$ cat src/rtl/prog_sequencer_pkg.sv
// Shared state encoding and constants for the program sequencer.
// The LUT power-up contents are the default branch targets that are restored on reset.
package seq_pkg;

  typedef enum logic [1:0] {
    IDLE = 2'd0,
    RUN  = 2'd1,
    DONE = 2'd2
  } seq_state_e;

  localparam int IW_DEFAULT = 9;
  localparam logic [IW_DEFAULT-1:0] HALT_CODE = '1;

  // Reset image of the branch-target LUT: entry i points at address 8*i.
  localparam int LUT_INIT_N = 32;
  localparam logic [15:0] LUT_INIT [LUT_INIT_N] = '{
    16'h00, 16'h08, 16'h10, 16'h18, 16'h20, 16'h28, 16'h30, 16'h38,
    16'h40, 16'h48, 16'h50, 16'h58, 16'h60, 16'h68, 16'h70, 16'h78,
    16'h80, 16'h88, 16'h90, 16'h98, 16'hA0, 16'hA8, 16'hB0, 16'hB8,
    16'hC0, 16'hC8, 16'hD0, 16'hD8, 16'hE0, 16'hE8, 16'hF0, 16'hF8
  };

  // Deeper LUTs repeat the image so every entry has a defined reset value.
  function automatic logic [15:0] lut_init_val(int i);
    return LUT_INIT[i % LUT_INIT_N];
  endfunction

endpackage

$ cat src/rtl/prog_sequencer_if.sv
// Handshake, decoder and LUT-write bundle between the core and the program sequencer.
interface prog_sequencer_if #(
  parameter int PCW = 8,
  parameter int IW  = 9,
  parameter int LW  = 5,
  parameter int CW  = 16
);
  logic           req;
  logic           stall;
  logic [IW-1:0]  instr;
  logic           branch;
  logic           call;
  logic           ret;
  logic [LW-1:0]  lut_idx;
  logic           lut_we;
  logic [LW-1:0]  lut_wa;
  logic [PCW-1:0] lut_wd;
  logic [PCW-1:0] prog_ctr;
  logic           running;
  logic           done;
  logic           err;
  logic [CW-1:0]  cycles;

  // The core side drives requests and decode; the sequencer drives the PC and status.
  modport master (
    output req, stall, instr, branch, call, ret, lut_idx, lut_we, lut_wa, lut_wd,
    input  prog_ctr, running, done, err, cycles
  );

  modport slave (
    input  req, stall, instr, branch, call, ret, lut_idx, lut_we, lut_wa, lut_wd,
    output prog_ctr, running, done, err, cycles
  );
endinterface

$ cat src/rtl/prog_sequencer_call_stack.sv
// Return-address LIFO for the sequencer: pointer-based, emptied by reset or program start.
module call_stack #(
  parameter int DEPTH = 4,
  parameter int W     = 8
) (
  input  logic         clk,
  input  logic         reset,
  input  logic         clear,
  input  logic         push,
  input  logic         pop,
  input  logic [W-1:0] push_data,
  output logic [W-1:0] top,
  output logic         full,
  output logic         empty
);
  localparam int PW = $clog2(DEPTH + 1);

  // Storage is sized to the pointer range so indexing needs no truncation.
  logic [W-1:0]  mem [2**PW];
  logic [PW-1:0] ptr_q;

  assign full  = (ptr_q == PW'(DEPTH));
  assign empty = (ptr_q == '0);
  assign top   = empty ? '0 : mem[ptr_q - 1'b1];

  // NOTE: clocked state uses non-blocking assignments so every register samples pre-edge values.
  always_ff @(posedge clk) begin
    if (reset || clear) begin
      ptr_q <= '0;
    end else if (push && !full) begin
      ptr_q <= ptr_q + 1'b1;
    end else if (pop && !empty) begin
      ptr_q <= ptr_q - 1'b1;
    end
  end

  // NOTE: only the pointer is reset; slots above it are never read, so the entries stay plain storage.
  always_ff @(posedge clk) begin
    if (!reset && !clear && push && !full) begin
      mem[ptr_q] <= push_data;
    end
  end

endmodule

$ cat src/rtl/prog_sequencer.sv
// Program sequencer: PC, writable branch-target LUT, call stack and registered req/done handshake.
module prog_sequencer
  import seq_pkg::*;
#(
  parameter int PCW        = 8,
  parameter int IW         = 9,
  parameter int LUT_DEPTH  = 32,
  parameter int STK_DEPTH  = 4,
  parameter int REL        = 0,
  parameter int START_ADDR = 0,
  parameter int CW         = 16
) (
  input logic             clk,
  input logic             reset,
  prog_sequencer_if.slave bus
);
  localparam int LW = $clog2(LUT_DEPTH);
  localparam logic [PCW-1:0] START_PC = PCW'(START_ADDR);

  seq_state_e     state_q, state_d;
  logic [PCW-1:0] pc_q, pc_d;
  logic [CW-1:0]  cycles_q;
  logic           err_q;

  logic [PCW-1:0] lut [LUT_DEPTH];
  logic [LW-1:0]  rd_idx;
  logic [PCW-1:0] lut_rd;
  logic [PCW-1:0] target;
  logic [IW-1:0]  instr;
  logic           is_halt;

  logic           start;
  logic           err_set;
  logic           stk_push;
  logic           stk_pop;
  logic           stk_full;
  logic           stk_empty;
  logic [PCW-1:0] stk_top;

  assign instr   = bus.instr;
  assign is_halt = &instr;
  assign rd_idx  = bus.lut_idx;
  assign lut_rd  = lut[rd_idx];
  // Relative targets wrap modulo the program space, which the PCW-wide add gives for free.
  assign target  = (REL != 0) ? pc_q + lut_rd : lut_rd;

  // The LUT is read combinationally, so a same-cycle write still returns the old entry.
  always_ff @(posedge clk) begin
    if (reset) begin
      for (int i = 0; i < LUT_DEPTH; i++) begin
        lut[i] <= PCW'(lut_init_val(i));
      end
    end else if (bus.lut_we) begin
      lut[bus.lut_wa] <= bus.lut_wd;
    end
  end

  call_stack #(
    .DEPTH (STK_DEPTH),
    .W     (PCW)
  ) u_stack (
    .clk       (clk),
    .reset     (reset),
    .clear     (start),
    .push      (stk_push),
    .pop       (stk_pop),
    .push_data (pc_q + 1'b1),
    .top       (stk_top),
    .full      (stk_full),
    .empty     (stk_empty)
  );

  always_comb begin
    // NOTE: every signal written here gets a default first, so no path through the case infers a latch.
    state_d  = state_q;
    pc_d     = pc_q;
    start    = 1'b0;
    err_set  = 1'b0;
    stk_push = 1'b0;
    stk_pop  = 1'b0;
    case (state_q)
      IDLE: begin
        pc_d = START_PC;
        if (bus.req) begin
          state_d = RUN;
          start   = 1'b1;
        end
      end
      RUN: begin
        if (!bus.stall) begin
          if (is_halt) begin
            state_d = DONE;
          end else if (bus.ret) begin
            if (stk_empty) begin
              err_set = 1'b1;
              state_d = DONE;
            end else begin
              stk_pop = 1'b1;
              pc_d    = stk_top;
            end
          end else if (bus.call) begin
            if (stk_full) begin
              err_set = 1'b1;
              state_d = DONE;
            end else begin
              stk_push = 1'b1;
              pc_d     = target;
            end
          end else if (bus.branch) begin
            pc_d = target;
          end else if (pc_q == '1) begin
            // Running off the end of program space completes the program instead of wrapping.
            state_d = DONE;
          end else begin
            pc_d = pc_q + 1'b1;
          end
        end
      end
      DONE: begin
        if (!bus.req) begin
          state_d = IDLE;
          pc_d    = START_PC;
        end
      end
      default: begin
        state_d = IDLE;
        pc_d    = START_PC;
      end
    endcase
  end

  always_ff @(posedge clk) begin
    if (reset) begin
      state_q  <= IDLE;
      pc_q     <= START_PC;
      err_q    <= 1'b0;
      cycles_q <= '0;
    end else begin
      state_q <= state_d;
      pc_q    <= pc_d;
      if (start) begin
        err_q <= 1'b0;
      end else if (err_set) begin
        err_q <= 1'b1;
      end
      if (start) begin
        cycles_q <= '0;
      end else if (state_q == RUN && cycles_q != '1) begin
        cycles_q <= cycles_q + 1'b1;
      end
    end
  end

  assign bus.prog_ctr = pc_q;
  assign bus.running  = (state_q == RUN);
  assign bus.done     = (state_q == DONE);
  assign bus.err      = err_q;
  assign bus.cycles   = cycles_q;

endmodule

$ cat src/flat_wrapper.sv
// flat-port wrapper written by rule: the top's interface ports become plain ports
module prog_sequencer_flat import seq_pkg::*;
#(
  parameter int PCW        = 8,
  parameter int IW         = 9,
  parameter int LUT_DEPTH  = 32,
  parameter int STK_DEPTH  = 4,
  parameter int REL        = 0,
  parameter int START_ADDR = 0,
  parameter int CW         = 16
)
  (clk, reset, bus_req, bus_stall, bus_instr, bus_branch, bus_call, bus_ret, bus_lut_idx, bus_lut_we, bus_lut_wa, bus_lut_wd, bus_prog_ctr, bus_running, bus_done, bus_err, bus_cycles);
  prog_sequencer_if #(.PCW(PCW), .IW(IW), .CW(CW)) bus_i ();
  input logic clk;
  input logic reset;
  input wire logic [$bits(bus_i.req)-1:0] bus_req;
  input wire logic [$bits(bus_i.stall)-1:0] bus_stall;
  input wire logic [$bits(bus_i.instr)-1:0] bus_instr;
  input wire logic [$bits(bus_i.branch)-1:0] bus_branch;
  input wire logic [$bits(bus_i.call)-1:0] bus_call;
  input wire logic [$bits(bus_i.ret)-1:0] bus_ret;
  input wire logic [$bits(bus_i.lut_idx)-1:0] bus_lut_idx;
  input wire logic [$bits(bus_i.lut_we)-1:0] bus_lut_we;
  input wire logic [$bits(bus_i.lut_wa)-1:0] bus_lut_wa;
  input wire logic [$bits(bus_i.lut_wd)-1:0] bus_lut_wd;
  output wire logic [$bits(bus_i.prog_ctr)-1:0] bus_prog_ctr;
  output wire logic [$bits(bus_i.running)-1:0] bus_running;
  output wire logic [$bits(bus_i.done)-1:0] bus_done;
  output wire logic [$bits(bus_i.err)-1:0] bus_err;
  output wire logic [$bits(bus_i.cycles)-1:0] bus_cycles;
  assign bus_i.req = bus_req;
  assign bus_i.stall = bus_stall;
  assign bus_i.instr = bus_instr;
  assign bus_i.branch = bus_branch;
  assign bus_i.call = bus_call;
  assign bus_i.ret = bus_ret;
  assign bus_i.lut_idx = bus_lut_idx;
  assign bus_i.lut_we = bus_lut_we;
  assign bus_i.lut_wa = bus_lut_wa;
  assign bus_i.lut_wd = bus_lut_wd;
  assign bus_prog_ctr = bus_i.prog_ctr;
  assign bus_running = bus_i.running;
  assign bus_done = bus_i.done;
  assign bus_err = bus_i.err;
  assign bus_cycles = bus_i.cycles;
  prog_sequencer #(.PCW(PCW), .IW(IW), .LUT_DEPTH(LUT_DEPTH), .STK_DEPTH(STK_DEPTH), .REL(REL), .START_ADDR(START_ADDR), .CW(CW)) u_core (.clk(clk), .reset(reset), .bus(bus_i));
endmodule
$ cat config.mk
export PLATFORM = sky130hd
export DESIGN_NAME = prog_sequencer_flat
export DESIGN_NICKNAME = d
export VERILOG_FILES = /design/src/rtl/prog_sequencer_pkg.sv /design/src/rtl/prog_sequencer_if.sv /design/src/rtl/prog_sequencer_call_stack.sv /design/src/rtl/prog_sequencer.sv /design/src/flat_wrapper.sv
export SDC_FILE = /design/constraint.sdc
export NUM_CORES = 1
export LEC_CHECK = 0
export ABC_CLOCK_PERIOD_IN_PS = 3300
export BUFFER_PORTS_ARGS = -buffer_cell sky130_fd_sc_hd__buf_2
export CAP_MARGIN = 20
export CORE_ASPECT_RATIO = 0.9
export CORE_UTILIZATION = 62
export DETAILED_ROUTE_END_ITERATION = 16
export PLACE_DENSITY_LB_ADDON = 0.15
export REMOVE_ABC_BUFFERS = 1
export SYNTH_ARGS = -nofsm -noshare
export SYNTH_HDL_FRONTEND = slang
export SYNTH_SLANG_ARGS = --single-unit
export TNS_END_PERCENT = 5
$ cat constraint.sdc
create_clock -name clk -period 3.3 [get_ports clk]
set_input_delay 0.66 -clock clk [delete_from_list [all_inputs] [get_ports clk]]
set_output_delay 0.66 -clock clk [all_outputs]
set_load 0.05 [all_outputs]
### Yosys cells after proc, flatten, opt, wreduce, memory -nomap -nowiden

Memories as Yosys holds them, arrays and structs flattened.
Index checks and enable logic that the tools add are counted.

* register bits: 30
* memory bits (writable): 320
* input bits: 35
* output and inout port bits: 27
* word-level logic and storage cells: 99
* memories: 2

Memory list
* u_core.lut: depth 32, width 8, read ports 1, clocked after Yosys merged registers in 0, wr ports 32, RTL line prog_sequencer.sv:25 `logic [PCW-1:0] lut [LUT_DEPTH];`
* u_core.u_stack.mem: depth 8, width 8, read ports 1, clocked after Yosys merged registers in 0, wr ports 1, RTL line prog_sequencer_call_stack.sv:19 `logic [W-1:0] mem [2**PW];`

* add/subtract/negate cells: 4
* eq/ne operators: 16
* multiplexer cells: 53
* reduce and logical (&&, ||, !) cells: 19

Operators with widths (count)
* $mux 8: 10
* $mux 1: 28
* $mux 2: 10
* $add 16x1->16 const B: 1
* $ne 16x16->1 const B: 1
* $pmux 8 s2: 1
* $ne 5x3->1 const B: 2
* $reduce_and 9->1: 1
* $add 8x1->8 const B: 1
* $eq 8x8->1 const B: 1
* $ne 2x2->1 const B: 4
* $reduce_or 8->1: 1
* $reduce_and 7->1: 1
* $logic_and 1x1->1: 6
* $mux 3: 2
* $pmux 2 s3: 1
* $reduce_and 6->1: 1
* $mux 5: 1
* $ne 5x4->1 const B: 1
* $ne 5x5->1 const B: 1
* $logic_not 1->1: 4
* $ne 4x2->1 const B: 1
* $ne 4x4->1 const B: 1
* $add 3x1->3 const B: 1
* other kinds (10): 10

### Longest topological paths before layout

* depth in word-level cells: 11
* mapped depth: 10
* depth with buffers taken out: 7

### Cells and area by module

A second synthesis with hierarchy kept.

* cells, all modules: 1190
* area total of the unflattened synthesis: 16582.2 um2

By module, submodules not included
* prog_sequencer: times used 1, cells an instance 1014, area an instance 13769.5 um2, seq. area each 8227.9 um2
* call_stack: times used 1, cells an instance 176, area an instance 2812.7 um2, seq. area each 1981.9 um2

### Worst setup path before layout

Ideal clock, no wire load.

* path type: reg-to-reg
* start point: register u_core.u_stack.ptr_q[0]
* end point: register u_core.pc_q[4], in the netlist u_core.bus.prog_ctr[4]
* library setup time: 0.122 ns
* data arrival time: 2.661 ns
* required time: 3.178 ns
* setup slack: 0.517 ns
* cell stages (with the launch flop): 11
* path buffers: 4
* clock period less this slack: 2.783 ns
* path through: dfxtp_1 buf_2 buf_2 inv_1 ha_1 clkbuf_1 clkbuf_1 mux4_2 mux2i_1 nor2_1 a221o_1

* cells in the longest elaborated chain, start to end: 7
* elaborated cells on any way between the ends: 12
* those cells by class: 1 x add/sub; 3 x eq/ne; 5 x mux; 2 x reduce/logical; 1 x memory

Ends and longest elaborated chain
* start: declaration: RTL line prog_sequencer_call_stack.sv:20 `logic [PW-1:0] ptr_q;`
* start signal: assignment: RTL line prog_sequencer_call_stack.sv:31 `ptr_q <= ptr_q + 1'b1;`
* start signal: assignment: RTL line prog_sequencer_call_stack.sv:33 `ptr_q <= ptr_q - 1'b1;`
* $sub 3x1->3: RTL line prog_sequencer_call_stack.sv:24 `assign top = empty ? '0 : mem[ptr_q - 1'b1];`
* $mem_v2 8x8
* $mux 8: RTL line prog_sequencer.sv:94 `if (stk_empty) begin`
* $mux 8: RTL line prog_sequencer.sv:93 `end else if (bus.ret) begin`
* $mux 8: RTL line prog_sequencer.sv:91 `if (is_halt) begin`
* $mux 8: RTL line prog_sequencer.sv:90 `if (!bus.stall) begin`
* $pmux 8 s2: RTL line prog_sequencer.sv:81 `case (state_q)`
* end signal: assignment: RTL line prog_sequencer.sv:140 `pc_q <= pc_d;`
* end: declaration: RTL line prog_sequencer.sv:21 `logic [PCW-1:0] pc_q, pc_d;`

Parallel ways exist; a longest one is shown, timed or not. The select of a mux whose other input is x is not followed.
A chain may end at the register's enable or synchronous reset.

### Worst setup path after layout

* start point: register u_core.u_stack.ptr_q[1]
* end point: register u_core.pc_q[1], in the netlist u_core.bus.prog_ctr[1]

The elaborated chain is that of the path after synthesis.

==> flow_metrics.tcl <==
set metrics [dict create \
    design.core.area_mm2 0.0255 \
    numCtsBuffers 36 \
    insertedDiodeCount 0 \
    dp_hpwl_um 23800 \
    cp.required_ns 3.70 \
    post_cts_buffers 0 \
    cts-hold-fix-buffers 0 \
    async_flop_share 0 \
    finalSetupViolations 0 \
    gp_congestion 0.791 \
    port_buffers 61 \
    grt_usage 0.276 \
    drc 0 \
    rsz0062_at_grt "false" \
    yosys_most_used_dff "edfxtp_1" \
    crit_type "reg -> reg" \
    layout-drive-gt1-share 0.208 \
    die_w_um 173 \
    grt_pass1_wl_um 55500 \
    leakage_nw 6.25 \
    synth_area_mm2 0.0163 \
    critPathCapture "u_core.bus.prog_ctr[1]$_SDFFE_PP0P_" \
    min_period_ns 2.53 \
    slowest_delay_ns 0.81 \
    die-area_mm2 0.0269 \
    dr.first_iter.drc_count 985 \
    syn_inst 1115 \
    drv_slew 0 \
    clk_latency_ns 0.52 \
    maxCapViolCount 0 \
    fin_crit_sh 0.767 \
    regArea_mm2 0.0102 \
    cp_max_fo 18 \
    root_buffer "clkbuf_16" \
    htreeDepth 2 \
    synth.yosys.seq_area_share 0.628 \
    rrSetupSlack_ns 0.77 \
    cts.sinks 350 \
    syn_to_final_growth_pct 10.6 \
    postRouteAntennaNets 0 \
    synth-seq-cells 350 \
    critPathLaunchType "flip-flop" \
    grt_antenna_before_repair 0 \
    min_path_cells 3 \
    num_vias 9714 \
    worstSetupStartpoint "u_core.u_stack.ptr_q[1]$_SDFFE_PP0P_" \
    reg2reg_depth 5 \
    clkTransAtPathRegs_ns 0.06 \
    setup_tns_ns 0 \
    hold_viol 0 \
    reg2reg_from "u_core.u_stack.ptr_q[1]$_SDFFE_PP0P_" \
    end_kind "flip-flop" \
    cts_tree "built" \
    peakVddDrop_mv 0.386 \
    num-fill-cells 1704 \
    outcome "completed" \
    relSlewSlack 0.395 \
    ys_types 63 \
    pwr_density_cell_mw_per_mm2 533 \
    arrival_ns 2.93 \
    cts_resized 0 \
    wl_per_cell_um 23.5 \
    start_util 0.639 \
    ios 62 \
    via_per_inst 6.34 \
    grt_pass1_vias 9612 \
    grt-ovfl-total 0 \
    final_nets 1206 \
    synth_area_per_cell_um2 14.6 \
    cp.depth 5 \
    total_power_mw 9.59 \
    multi_input_area_mm2 0.00568 \
    fmaxAchievable_mhz 395 \
    cts_buffer_depth 3 \
    synthTopCellsByArea "edfxtp_1 59%, mux4_2 9.0%, and2_1 6.9%, dfxtp_1 3.7%, or3_1 3.3%" \
    synth_top_area_frac 0.591 \
    crit_slowest_cell "ha_1" \
    ys_warn_count 0 \
    die_y_um 156 \
    path_cells "inv_1, ha_1, mux4_2, mux2_2, a221o_1" \
    synth_edf_count 320 \
    hold_path_class "in -> reg" \
    finalClockSkew_ns 0.0100 \
    grt_max_degree 36 \
    rows 55 \
    tightest_slew_ns 0.900 \
    r2r_end "u_core.bus.prog_ctr[1]$_SDFFE_PP0P_" \
    worst-path-buf-inv 1 \
    wirelength_um 36100 \
    drt-pass1-iter-count 5 \
    yosysTopAreaCell "edfxtp_1" \
    cpLargestDelayFamily "adder cells" \
]
[power by group]
part           internal (mW)  switching [mW]
Combinational          0.276           0.427
Sequential              5.01          0.0734
Clock                   2.20            1.60
Total                   7.49            2.10
[cell usage in the layout, fill, tap and decap left out, types with 6 or more instances in the layout]
cell type / count
buf_2: 60
nand4_1: 6
mux2_2: 12
nor3_1: 8
nor2_1: 77
mux2i_1: 32
a21oi_1: 7
mux4_1: 13
nand3b_1: 6
dfxtp_1: 30
mux4_2: 65
inv_1: 9
a221o_1: 6
edfxtp_1: 320
nand2b_1: 6
clkbuf_16: 37
nand2_1: 21
clkbuf_1: 12
and2_1: 179
xor2_1: 13
or2_2: 33
buf_4: 26
nor4_1: 6
o21ai_0: 9
xnor2_1: 6
or3_1: 86
nand3_1: 14
clkinv_1: 7
[synthesized netlist by cell type, drive strengths merged, types with 5 or more instances]
cell	instances
o211ai	5
xnor2	6
or2	34
ha	5
and2	179
inv	10
edfxtp	320
a221o	6
or3	86
nand3b	6
nor2b	5
nand2b	6
mux2i	32
dfxtp	30
a21oi	7
nor3	8
nand4	6
nor4	6
mux4	78
o21ai	11
clkbuf	53
nor2	77
buf	23
nand3	14
a221oi	5
mux2	12
xor2	13
nand2	21
[per-layer routing]
metal / routed length (um) / track usage / up-vias
met5: 0 / 0 / -
met4: 802 / 0.0792 / 0
met3: 2740 / 0.0507 / 71
met2: 17600 / 0.456 / 432
met1: 15000 / 0.380 / 4868
li1: - / - / 4343
[cell type report]
type                    instances  area share
clock buffers                  52      0.0563
clock inverters                11     0.00410
inverters                      10     0.00209
multi-input cells             679       0.315
flip-flops and latches        350       0.567
well taps                     342      0.0238
repair buffers                 89      0.0309
[stage by stage]
stage,setup WS [ns],cells,cell area (um^2),utilization,hold slack [ns]
finish,0.769,1533,18000,0.707,0.450
global route,0.654,1533,18000,0.707,0.458
CTS,0.746,1533,18000,0.707,0.435
detailed placement,0.344,1470,16900,0.664,0.458
global placement,0.381,1470,16900,0.664,0.446
floorplan,0.395,1039,15900,-,0.466
[tightest hold or removal path, stage by stage]
cell and delay (ns):
buf_2 0.12, nor2_1 0.08, nor4_1 0.05
[registers in the layout, indices dropped and copies added, names as in the netlist]
register / cells
u_core.lut: 256
u_core.u_stack.mem: 64
u_core.bus.cycles: 16
u_core.bus.prog_ctr: 8
u_core.u_stack.ptr_q: 3
u_core.state_q: 2
u_core.bus.err: 1
[how the worst min path moves through the flow]
stage / slack (ns) / start / endpoint
floorplan: 0.47 / u_core.state_q[1]$_SDFFE_PP0P_ / u_core.state_q[0]$_SDFFE_PP0P_
global placement: 0.45 / u_core.bus.err$_SDFFE_PP0P_ / u_core.bus.err$_SDFFE_PP0P_
detailed placement: 0.46 / u_core.bus.err$_SDFFE_PP0P_ / u_core.bus.err$_SDFFE_PP0P_
CTS: 0.43 / bus_req / u_core.state_q[0]$_SDFFE_PP0P_
global route: 0.46 / bus_req / u_core.state_q[0]$_SDFFE_PP0P_
finish: 0.45 / bus_req / u_core.state_q[0]$_SDFFE_PP0P_
[logic make-up after synthesis]
family / after synthesis / synth area share
AND/OR/NAND/NOR: 465 / 0.164
flip-flops: 350 / 0.628
multiplexers: 122 / 0.139
buffers and inverters: 86 / 0.0232
AO/OA/AOI/OAI: 68 / 0.0315
XOR/XNOR: 19 / 0.0102
adder cells (fa/ha/maj): 5 / 0.00385
Note: power is estimated with default switching activity, not from simulation.
